--- src/rtl/rf_serial_tx.sv ---
// rf_serial_tx: a small register file whose entries can be read out as
// MSB-first serial frames. A start request snapshots the selected register
// into a shift register, then shifts out DATA_W bits, and finally pulses done.
module rf_serial_tx #(
  parameter int DATA_W = 32,
  parameter int ADDR_W = 3
) (
  input  logic              clk,
  input  logic              reset_n,
  input  logic              we,
  input  logic [ADDR_W-1:0] wAddr,
  input  logic [DATA_W-1:0] wData,
  input  logic              start,
  input  logic [ADDR_W-1:0] rAddr,
  output logic              sout,
  output logic              sout_valid,
  output logic              busy,
  output logic              done
);

  localparam int NREG  = 2 ** ADDR_W;
  localparam int CNT_W = (DATA_W > 1) ? $clog2(DATA_W) : 1;
  localparam logic [CNT_W-1:0] LAST = CNT_W'(DATA_W - 1);

  typedef enum logic [1:0] {
    IDLE,
    SHIFT,
    DONE
  } state_t;

  state_t            state;
  state_t            state_next;
  logic [DATA_W-1:0] regs [NREG];
  logic [DATA_W-1:0] shreg;
  logic [CNT_W-1:0]  cnt;

  // Register array: writes land in any FSM state, reset clears every entry.
  always_ff @(posedge clk or negedge reset_n) begin
    if (!reset_n) begin
      for (int i = 0; i < NREG; i++) begin
        regs[i] <= '0;
      end
    end else if (we) begin
      regs[wAddr] <= wData;
    end
  end

  // FSM state register.
  always_ff @(posedge clk or negedge reset_n) begin
    if (!reset_n) begin
      state <= IDLE;
    end else begin
      state <= state_next;
    end
  end

  // Next-state logic and state-decoded outputs; sout is forced low outside SHIFT.
  always_comb begin
    state_next = state;
    sout       = 1'b0;
    sout_valid = 1'b0;
    busy       = 1'b0;
    done       = 1'b0;
    case (state)
      IDLE: begin
        if (start) begin
          state_next = SHIFT;
        end
      end
      SHIFT: begin
        sout       = shreg[DATA_W-1];
        sout_valid = 1'b1;
        busy       = 1'b1;
        if (cnt == LAST) begin
          state_next = DONE;
        end
      end
      DONE: begin
        done       = 1'b1;
        state_next = IDLE;
      end
      default: begin
        state_next = IDLE;
      end
    endcase
  end

  // Frame datapath: snapshot on accepted start (old register value wins over a
  // same-edge write), then shift left one bit per cycle while counting bits.
  always_ff @(posedge clk or negedge reset_n) begin
    if (!reset_n) begin
      shreg <= '0;
      cnt   <= '0;
    end else if (state == IDLE && start) begin
      shreg <= regs[rAddr];
      cnt   <= '0;
    end else if (state == SHIFT) begin
      shreg <= shreg << 1;
      cnt   <= cnt + CNT_W'(1);
    end
  end

endmodule

--- config.mk ---
export PLATFORM = sky130hd
export DESIGN_NAME = rf_serial_tx
export DESIGN_NICKNAME = d
export VERILOG_FILES = /design/src/rtl/rf_serial_tx.sv
export SDC_FILE = /design/constraint.sdc
export NUM_CORES = 1
export LEC_CHECK = 0
export BUFFER_PORTS_ARGS = -buffer_cell sky130_fd_sc_hd__buf_2
export CORE_MARGIN = 2
export CORE_UTILIZATION = 23
export CTS_BUF_LIST = sky130_fd_sc_hd__clkbuf_16
export DETAILED_ROUTE_END_ITERATION = 10
export PLACE_DENSITY_LB_ADDON = 0.08
export SLEW_MARGIN = 20
export SYNTH_ARGS = -nofsm -noshare
export SYNTH_HDL_FRONTEND = slang
export SYNTH_SLANG_ARGS = --single-unit
--- constraint.sdc ---
create_clock -name clk -period 2.74 [get_ports clk]
set_input_delay 0 -clock clk [delete_from_list [all_inputs] [get_ports clk]]
set_output_delay 0 -clock clk [all_outputs]
set_load 0.1 [all_outputs]
==> flow_summary.json, run 1 <==
{
  "status": "complete, no violations",
  "nFillCells": 5864,
  "wirelength_um": 36800,
  "start_kind": "flip-flop",
  "grt-ovfl-total": 0,
  "r2r_start": "state[0]$_DFFE_PN0P_",
  "ys.warnings.count": 0,
  "end_kind": "output port",
  "cts_tree": "done",
  "setup_viol": 0,
  "antenna_found_initial": 3,
  "period_needed_ps": 2210,
  "synth-main-ff-cell": "dfrtp_1",
  "syn_avg_cell_area_sq_um": 15.3,
  "track_usage_pct": 12.7,
  "r2r_slack_ps": 930,
  "path_max_fanout": 24,
  "cp_num_cells": 4,
  "initialDrtViolationCount": 320,
  "grt_max_degree": 93,
  "area_growth_syn_to_layout_pct": 20.4,
  "yosysTopAreaCell": "dfrtp_1",
  "crit_slowest_cell": "inv_2",
  "syn_inst": 875,
  "ys_ff_latch": 295,
  "critPathTopFamily": "buffers and inverters",
  "vias_per_cell": 4.38,
  "grt_first_pass_wirelength_um": 57100,
  "seq_area_frac_synth_pct": 55.2,
  "ioPinCount": 46,
  "clock_path_buffers": 3,
  "cts-root-buf": "clkbuf_16",
  "cp_cell_sequence": "nand2b_1 > inv_2 > and2_1 > buf_2",
  "rsz0062_at_grt": "false",
  "first_pass_iters": 4,
  "drc_errors": 0,
  "num_vias": 7725,
  "synth_top_area_share_pct": 55.2,
  "hold_ws_ps": 102,
  "grt_pass1_vias": 8750,
  "final_hold_viol_count": 0,
  "cts_buffers": 39,
  "die_h_um": 245,
  "dr_wl_met3_um": 1340,
  "die_w_um": 245,
  "ys_types": 33,
  "vdd_drop_max_uv": 404,
  "post-route-period-util_pct": 80.7,
  "slew_viol_final": 0,
  "drive_gt1_share_pct": 48.0,
  "nets": 1014,
  "rows": 88,
  "critPathLaunch": "state[1]$_DFFE_PN0P_",
  "max_clock_freq_mhz": 452,
  "hp-class": "input pin to async pin",
  "cpPeakStageDelay_ps": 420,
  "finalSetupTns_ps": 0,
  "crit_type": "flip-flop to output port",
  "syn_area_sq_mm": 0.0134,
  "regToRegEndpoint": "shreg[0]$_DFFE_PN0P_",
  "hpwl_um": 22200,
  "dieArea_sq_mm": 0.0601,
  "cts-resized-gates": 0,
  "final_common_cell": "mux2_2",
  "ant_nets": 0,
  "finalWeightedCongestion": 0.645,
  "worstMarginPinSlew_ps": 1010,
  "async_flop_share_pct": 100,
  "start_util_pct": 23.2,
  "maxSlewHeadroom_pct": 32.5,
  "crit_required_ps": 2740,
  "p_leak_uw": 0.00674,
  "antennaDiodeCount": 0,
  "finClkSkew_ps": 14.7,
  "crit_path_end": "sout",
  "routedLengthMet1_um": 18000,
  "drv_cap": 0,
  "synth_edf_count": 0,
  "io_buffer_count": 45,
  "synth_area_leaders": "dfrtp_1 55%, mux2_2 27%, mux4_1 3.1%, mux4_2 2.7%, o31ai_1 1.8%",
  "crit_buf_inv": 2,
  "clock_latency_ps": 550,
  "highest_layer": "met5",
  "clock_sinks": 295,
  "route.met2.wl_um": 16600,
  "core-area_sq_mm": 0.0576,
  "syn_nets": 919,
  "post_drt_wl_per_cell_um": 20.9,
  "arrival_ps": 2210,
  "rr_worst_depth": 2,
  "mostFrequentLayoutCells": "319 x mux2_2, 295 x dfrtp_1, 43 x buf_2",
  "power_density_mw_per_mm2": 855,
  "cts_max_level": 2,
  "clkSlewWorstSetupHoldPaths_ps": 50
}
-- worst min-delay path by stage --
| stage | end | slack (ps) | cells after the start |
|---|---|---|---|
| after floorplan | cnt[0]$_DFFE_PN0P_ | -300 | 0 |
| after global placement | regs[95]$_DFFE_PN0P_ | 130 | 1 |
| after detailed placement | regs[31]$_DFFE_PN0P_ | 130 | 1 |
| after CTS | cnt[0]$_DFFE_PN0P_ | 80 | 5 |
| after global routing | shreg[0]$_DFFE_PN0P_ | 150 | 5 |
| final | regs[63]$_DFFE_PN0P_ | 100 | 2 |
-- cell type report --
cell class	instances	area (sq um)	share of cell area [%]
Sequential cell	295	7380	45.9
Multi-Input combinational cell	516	5560	34.6
Clock buffer	41	1030	6.37
Tap cell	765	957	5.95
Timing Repair Buffer	117	936	5.81
Clock inverter	30	228	1.41
Inverter	1	3.75	0.0233
-- synthesized netlist by cell type, types with 2 or more instances --
cell,n
a22oi_1,31
and2_1,2
buf_2,21
buf_4,12
buf_6,17
clkbuf_1,12
dfrtp_1,295
ha_1,2
mux2_2,319
mux2i_1,2
mux4_1,16
mux4_2,16
nand2_1,8
nand2b_1,3
nand3_1,2
nand4_1,2
nand4b_1,3
nor2b_1,33
nor3b_4,2
o21ai_0,2
o22ai_1,32
o31ai_1,32
-- stage by stage --
| stage | instance area, sq um | instances | setup slack [ps] | total power (uW) | util, % |
|---|---|---|---|---|---|
| 2_1_floorplan | 13400 | 875 | 105 | 8000 | - |
| 3_3_place_gp | 14500 | 1661 | 923 | 8810 | 25.2 |
| 3_5_place_dp | 14500 | 1661 | 904 | 8850 | 25.2 |
| 4_1_cts | 16100 | 1765 | 444 | 14100 | 28.0 |
| 5_1_grt | 16100 | 1765 | 395 | 14600 | 28.0 |
| 6_report | 16100 | 1765 | 528 | 13800 | 28.0 |
-- flip-flops by register name, summed over array words and instances (netlist names) --
register and flops:
shreg 32, state 2, regs 256, cnt 5
-- timing repair --
action	4_1_cts	5_1_grt
endpoints found under the hold margin	337	0
setup buffers	0	0
hold buffers	33	0
-- kinds of logic after synthesis --
logic type / share of synthesized area (%)
multiplexers: 33.0
flip-flops: 55.2
AO/OA/AOI/OAI: 5.23
buffers and inverters: 3.29
AND/OR/NAND/NOR: 3.11
adder cells (fa/ha/maj): 0.187
-- report_power, final --
part | internal (uW) | switching (uW)
sequential | 5430 | 543
clock | 3060 | 1970
combinational | 1460 | 1300
-- metal layers --
layer / vias up / GRT usage [%]
met1: 4077 / 17.6
li1: 3494 / -
met5: - / 0
met4: 4 / 3.86
met3: 55 / 2.47
met2: 95 / 20.0
(Power assumes the default switching activity.)
==> inputs of run 2 (changes only) <==
- clock period: 2.74 -> 2 ns (I/O delays scaled with it)
==> run 2 against run 1 <==
Compared with the run above:
- critical path depth is the same
- clock power increased by 33%
- cell area is 0.93% higher
- flip-flop and latch count is the same
- routed wire length barely moved
- utilization increased by 0.26 points
- setup slack got worse by 370 ps
- global-route usage is 0.11 points higher
- clock-buffer cell count decreased by 2
- hold slack worse by 68 ps
- first-iteration DRC count decreased by 6.9%
- non-clock buffer count increased by 4
- critical endpoint unchanged
- highest routed layer unchanged
==> flow_summary.json, run 2 (synthesis gave the netlist of run 1 again) <==
{
  "core-area_sq_mm": 0.0576,
  "start_kind": "flip-flop",
  "finalWeightedCongestion": 0.651,
  "post-place-ws_ps": 423,
  "path_max_fanout": 13,
  "power_density_mw_per_mm2": 1160,
  "p_leak_uw": 0.00679,
  "period_needed_ps": 1840,
  "multi_input_area_sq_mm": 0.00557,
  "worst_hold_startpoint": "rAddr[2]",
  "clock_path_buffers": 3,
  "setup_viol": 0,
  "nFillCells": 5806,
  "finalSetupTns_ps": 0,
  "nets": 1017,
  "first_pass_iters": 5,
  "worst_slack_ps": 162,
  "track_usage_pct": 12.8,
  "seqCellArea_sq_mm": 0.00738,
  "sequentialPowerShare_pct": 43.4,
  "grt-ovfl-total": 0,
  "drv_cap": 0,
  "slew_viol_final": 0,
  "min_to": "shreg[10]$_DFFE_PN0P_",
  "final_common_cell": "mux2_2",
  "post-route-period-util_pct": 91.9,
  "largest_reg_flops": 256,
  "die_h_um": 245,
  "r2r_slack_ps": 470,
  "crit_required_ps": 2000,
  "largest_registers": "regs: 256 flops, shreg: 32 flops, cnt: 5 flops",
  "met1_usage_pct": 17.5,
  "drive_gt1_share_pct": 48.2,
  "globalRouteMet2Util_pct": 20.7,
  "p_sw_share_pct": 27.7,
  "max_clock_freq_mhz": 544,
  "vias_per_cell": 4.38,
  "die_w_um": 245,
  "rr_worst_depth": 3,
  "start_util_pct": 23.2,
  "antenna_found_initial": 5,
  "drc_errors": 0,
  "largest-register": "regs",
  "status": "complete, no violations",
  "post_drt_wl_per_cell_um": 20.8,
  "hp-class": "input pin to flip-flop",
  "dieArea_sq_mm": 0.0601,
  "arrival_ps": 1840,
  "rows": 88,
  "mostFrequentLayoutCells": "319 x mux2_2, 295 x dfrtp_1, 40 x buf_2",
  "ioPinCount": 46,
  "clock_latency_ps": 540,
  "cts_max_level": 2,
  "ant_nets": 0,
  "clockPowerShare_pct": 35.5,
  "initialDrtViolationCount": 298,
  "busiest_layer": "met2",
  "cts-root-buf": "clkbuf_16",
  "clock_sinks": 295,
  "num_vias": 7738,
  "clkSlewWorstSetupHoldPaths_ps": 50,
  "switchingPower_uw": 5240,
  "grt_max_degree": 54,
  "cts_tree": "done",
  "area_growth_syn_to_layout_pct": 21.6,
  "vdd_drop_max_uv": 495,
  "met3_usage_pct": 2.70,
  "finClkSkew_ps": 11.6,
  "intPower_uw": 13700,
  "cts_buffers": 38,
  "rsz0062_at_grt": "false",
  "maxSlewHeadroom_pct": 55.5,
  "io_buffer_count": 45,
  "grt_first_pass_wirelength_um": 57800,
  "regToRegEndpoint": "shreg[12]$_DFFE_PN0P_",
  "crit_type": "flip-flop to output port",
  "final_hold_viol_count": 0,
  "worstMarginPinSlew_ps": 668,
  "grt_pass1_vias": 8695,
  "hpwl_um": 21900,
  "pwr-share-comb_pct": 21.2,
  "r2r_start": "state[0]$_DFFE_PN0P_",
  "worstHoldPathCells": 3,
  "end_kind": "output port",
  "wirelength_um": 36800
}
-- run 2: cell count changes in the layout (fill, tap and decap cells not counted), moves of 2 or more --
cell / previous run / this run
buf_12: 6 / 18
buf_2: 43 / 40
buf_4: 34 / 26
clkbuf_16: 41 / 39
clkinv_1: 7 / 5
clkinv_2: 5 / 8
dlygate4sd3_1: 33 / 36
inv_1: 13 / 10
-- run 2: worst max-delay path by stage --
stage                               from               endpoint  slack, ps
detailed placement              rAddr[0]  shreg[10]$_DFFE_PN0P_        420
CTS                 state[1]$_DFFE_PN0P_                   sout         90
finish              state[1]$_DFFE_PN0P_                   sout        160
global route        state[1]$_DFFE_PN0P_                   sout         20
global placement                rAddr[0]  shreg[10]$_DFFE_PN0P_        420
floorplan           state[1]$_DFFE_PN0P_                   sout         60
-- run 2: routing by layer --
metal	part of all wire, %	wire length, um	vias up
met1	48	17500	4109
met4	1.8	657	6
met3	3.4	1240	46
li1	-	-	3495
met5	0.084	31	-
met2	47	17400	82
-- run 2: layout make-up --
type	count	area share [%]
clock inverter	28	1.39
sequential	295	45.4
antenna	1	0.0154
multi-input combinational	516	34.3
inverter	1	0.0385
clock buffer	39	6.01
timing repair buffer	121	6.96
tap	765	5.89
-- run 2: power by group through the flow --
stage / sequential, uW / combinational [uW] / clock, uW
floorplan: 8010 / 2960 / 0
global placement: 8320 / 3980 / 0
detailed placement: 8290 / 4030 / 0
CTS: 8200 / 4110 / 7010
global route: 8390 / 4420 / 7290
finish: 8200 / 4000 / 6700
-- run 2: metrics by stage --
stage               cells  power, uW  hold WS (ps)  area (sq um)  utilization [%]
finish               1766      18900          33.8         16200             28.2
global route         1765      20100          64.7         16200             28.2
CTS                  1765      19300          34.8         16200             28.2
detailed placement   1662      12300          6.51         14700             25.5
global placement     1662      12300          5.83         14700             25.5
floorplan             875      11000          -296         13400                -
-- run 2: critical path, stage by stage, from the launching register on --
cell and delay, ps:
dfrtp_1 400, nand2b_1 260, inv_4 240, and2_2 220
buf_12 180
-- run 2: timing repair --
| action | CTS | global route |
|---|---|---|
| resized for setup | 1 | 0 |
| setup buffers | 0 | 0 |
| endpoints found under the hold margin | 553 | 0 |
| hold buffers | 36 | 0 |
| setup endpoints to repair | 1 | 0 |
==> inputs of run 3 (changes only) <==
- clock period: 2 -> 1.7 ns (I/O delays scaled with it)
==> run 3 against run 2 <==
Compared with the run above:
- non-clock buffer count down 2
- utilization down 0.12 points
- register-to-register slack worse by 310 ps
- highest routed layer unchanged
- via count about the same
==> flow_summary.json, run 3 (synthesis gave the netlist of run 1 again) <==
{
  "vias_per_cell": 4.39,
  "finClkSkew_ps": 11.0,
  "crit_required_ps": 1700,
  "track_usage_pct": 12.8,
  "final_common_cell": "mux2_2",
  "grt_max_degree": 60,
  "core-area_sq_mm": 0.0576,
  "vdd_drop_max_uv": 650,
  "switchingPower_uw": 6110,
  "num_vias": 7735,
  "nets": 1015,
  "max_clock_freq_mhz": 618,
  "pwr-share-comb_pct": 22.4,
  "end_kind": "output port",
  "p_leak_uw": 0.00676,
  "final_cells": 1760,
  "worst_slack_ps": 82.1,
  "start_kind": "flip-flop",
  "hp-class": "input pin to async pin",
  "antenna_found_initial": 3,
  "cts_max_level": 2,
  "sequentialPowerShare_pct": 44.6,
  "area_growth_syn_to_layout_pct": 21.0,
  "final_util_pct": 28.1,
  "io_buffer_count": 45,
  "drv_cap": 0,
  "die_h_um": 245,
  "p_sw_share_pct": 28.2,
  "finalSetupTns_ps": 0,
  "setup_viol": 0,
  "path_max_fanout": 5,
  "grt_first_pass_wirelength_um": 57500,
  "finalWeightedCongestion": 0.654,
  "ant_nets": 0,
  "hpwl_um": 20300,
  "intPower_uw": 15600,
  "dieArea_sq_mm": 0.0601,
  "drive_gt1_share_pct": 47.8,
  "ioPinCount": 46,
  "post-place-ws_ps": 135,
  "p_total_uw": 21700,
  "maxSlewHeadroom_pct": 67.6,
  "drc_errors": 0,
  "power_density_mw_per_mm2": 1340,
  "arrival_ps": 1620,
  "final_hold_viol_count": 0,
  "status": "complete, no violations",
  "clkSlewWorstSetupHoldPaths_ps": 60,
  "placed_cells": 1657,
  "period_needed_ps": 1620,
  "initialDrtViolationCount": 337,
  "post_drt_wl_per_cell_um": 21.0,
  "worstMarginPinSlew_ps": 489,
  "clockPowerShare_pct": 33.0,
  "largest-register": "regs",
  "mostFrequentLayoutCells": "319 x mux2_2, 294 x dfrtp_1, 40 x buf_2",
  "grt-ovfl-total": 0,
  "rsz0062_at_grt": "false",
  "die_w_um": 245,
  "largest_reg_flops": 256,
  "clock_latency_ps": 540,
  "wirelength_um": 37000,
  "grt_pass1_vias": 8730,
  "largest_registers": "regs: 256 flops, shreg: 32 flops, cnt: 5 flops",
  "rows": 88,
  "crit_type": "flip-flop to output port",
  "cts_tree": "done",
  "slew_viol_final": 0,
  "clock_path_buffers": 3,
  "first_pass_iters": 4,
  "cts-root-buf": "clkbuf_16",
  "cts_buffers": 38,
  "post-route-period-util_pct": 95.2,
  "clock_sinks": 295,
  "start_util_pct": 23.2
}
[run 3: changes by cell type in the layout (fill, tap and decap cells not counted), sizes merged]
| cell | delta |
|---|---|
| inv | +6 |
| dlygate4sd3 | -1 |
| clkinv | -7 |
| buf | -1 |
| bufinv | -4 |
| diode | +1 |
[run 3: layout make-up]
| class | count | area (sq um) |
|---|---|---|
| Fill cell | 5839 | 41400 |
| Sequential cell | 295 | 7380 |
| Multi-Input combinational cell | 516 | 5580 |
| Timing Repair Buffer | 119 | 1180 |
| Clock buffer | 39 | 976 |
| Tap cell | 765 | 957 |
| Clock inverter | 23 | 97.6 |
| Inverter | 1 | 6.26 |
| Antenna cell | 2 | 5.00 |
[run 3: routing by layer]
layer | share of wire (%) | global-route usage, % | vias up
met3 | 2.9 | 2.09 | 42
met2 | 46 | 20.2 | 90
li1 | - | - | 3487
met5 | 0.043 | 0 | -
met4 | 2.0 | 3.82 | 2
met1 | 49 | 17.8 | 4114
[run 3: power by group through the flow]
stage          Combinational [uW]  Sequential (uW)  Clock (uW)
5_1_grt                      5350             9900        7820
3_5_place_dp                 4770             9760           0
4_1_cts                      4940             9670        7520
6_report                     4850             9660        7150
2_1_floorplan                3480             9420           0
3_3_place_gp                 4680             9800           0
[run 3: timing repair]
action / in CTS / in global routing
hold buffers: 36 / 0
resized for setup: 3 / 1
buffers inserted: 2 / 1
setup endpoints to repair: 3 / 1
endpoints found under the hold margin: 555 / 0
[run 3: final timing paths]
| path | startpoint | slack (ps) | depth (start not counted) | endpoint |
|---|---|---|---|---|
| setup / recovery | state[1]$_DFFE_PN0P_ | 80 | 5 | sout |
| hold / removal | reset_n | 120 | 3 | shreg[31]$_DFFE_PN0P_ |
| setup reg to reg | state[0]$_DFFE_PN0P_ | 160 | 3 | shreg[13]$_DFFE_PN0P_ |
| hold reg to reg | cnt[3]$_DFFE_PN0P_ | 480 | 1 | cnt[3]$_DFFE_PN0P_ |
| max in group asynchronous | reset_n | 1230 | 3 | regs[79]$_DFFE_PN0P_ |
| min in group clk | wAddr[0] | 230 | 5 | regs[192]$_DFFE_PN0P_ |
[run 3: stage by stage]
stage               instance area (sq um)  hold slack (ps)
floorplan                           13400             -296
finish                              16200              118
global route                        16200              123
CTS                                 16200              101
global placement                    14700            -52.2
detailed placement                  14700            -54.8
[run 3: critical path, cell delays in order, from the launching register on]
cell	delay [ps]
dfrtp_1	410
nand2b_4	180
inv_4	70
buf_12	100
and2_4	140
buf_12	160
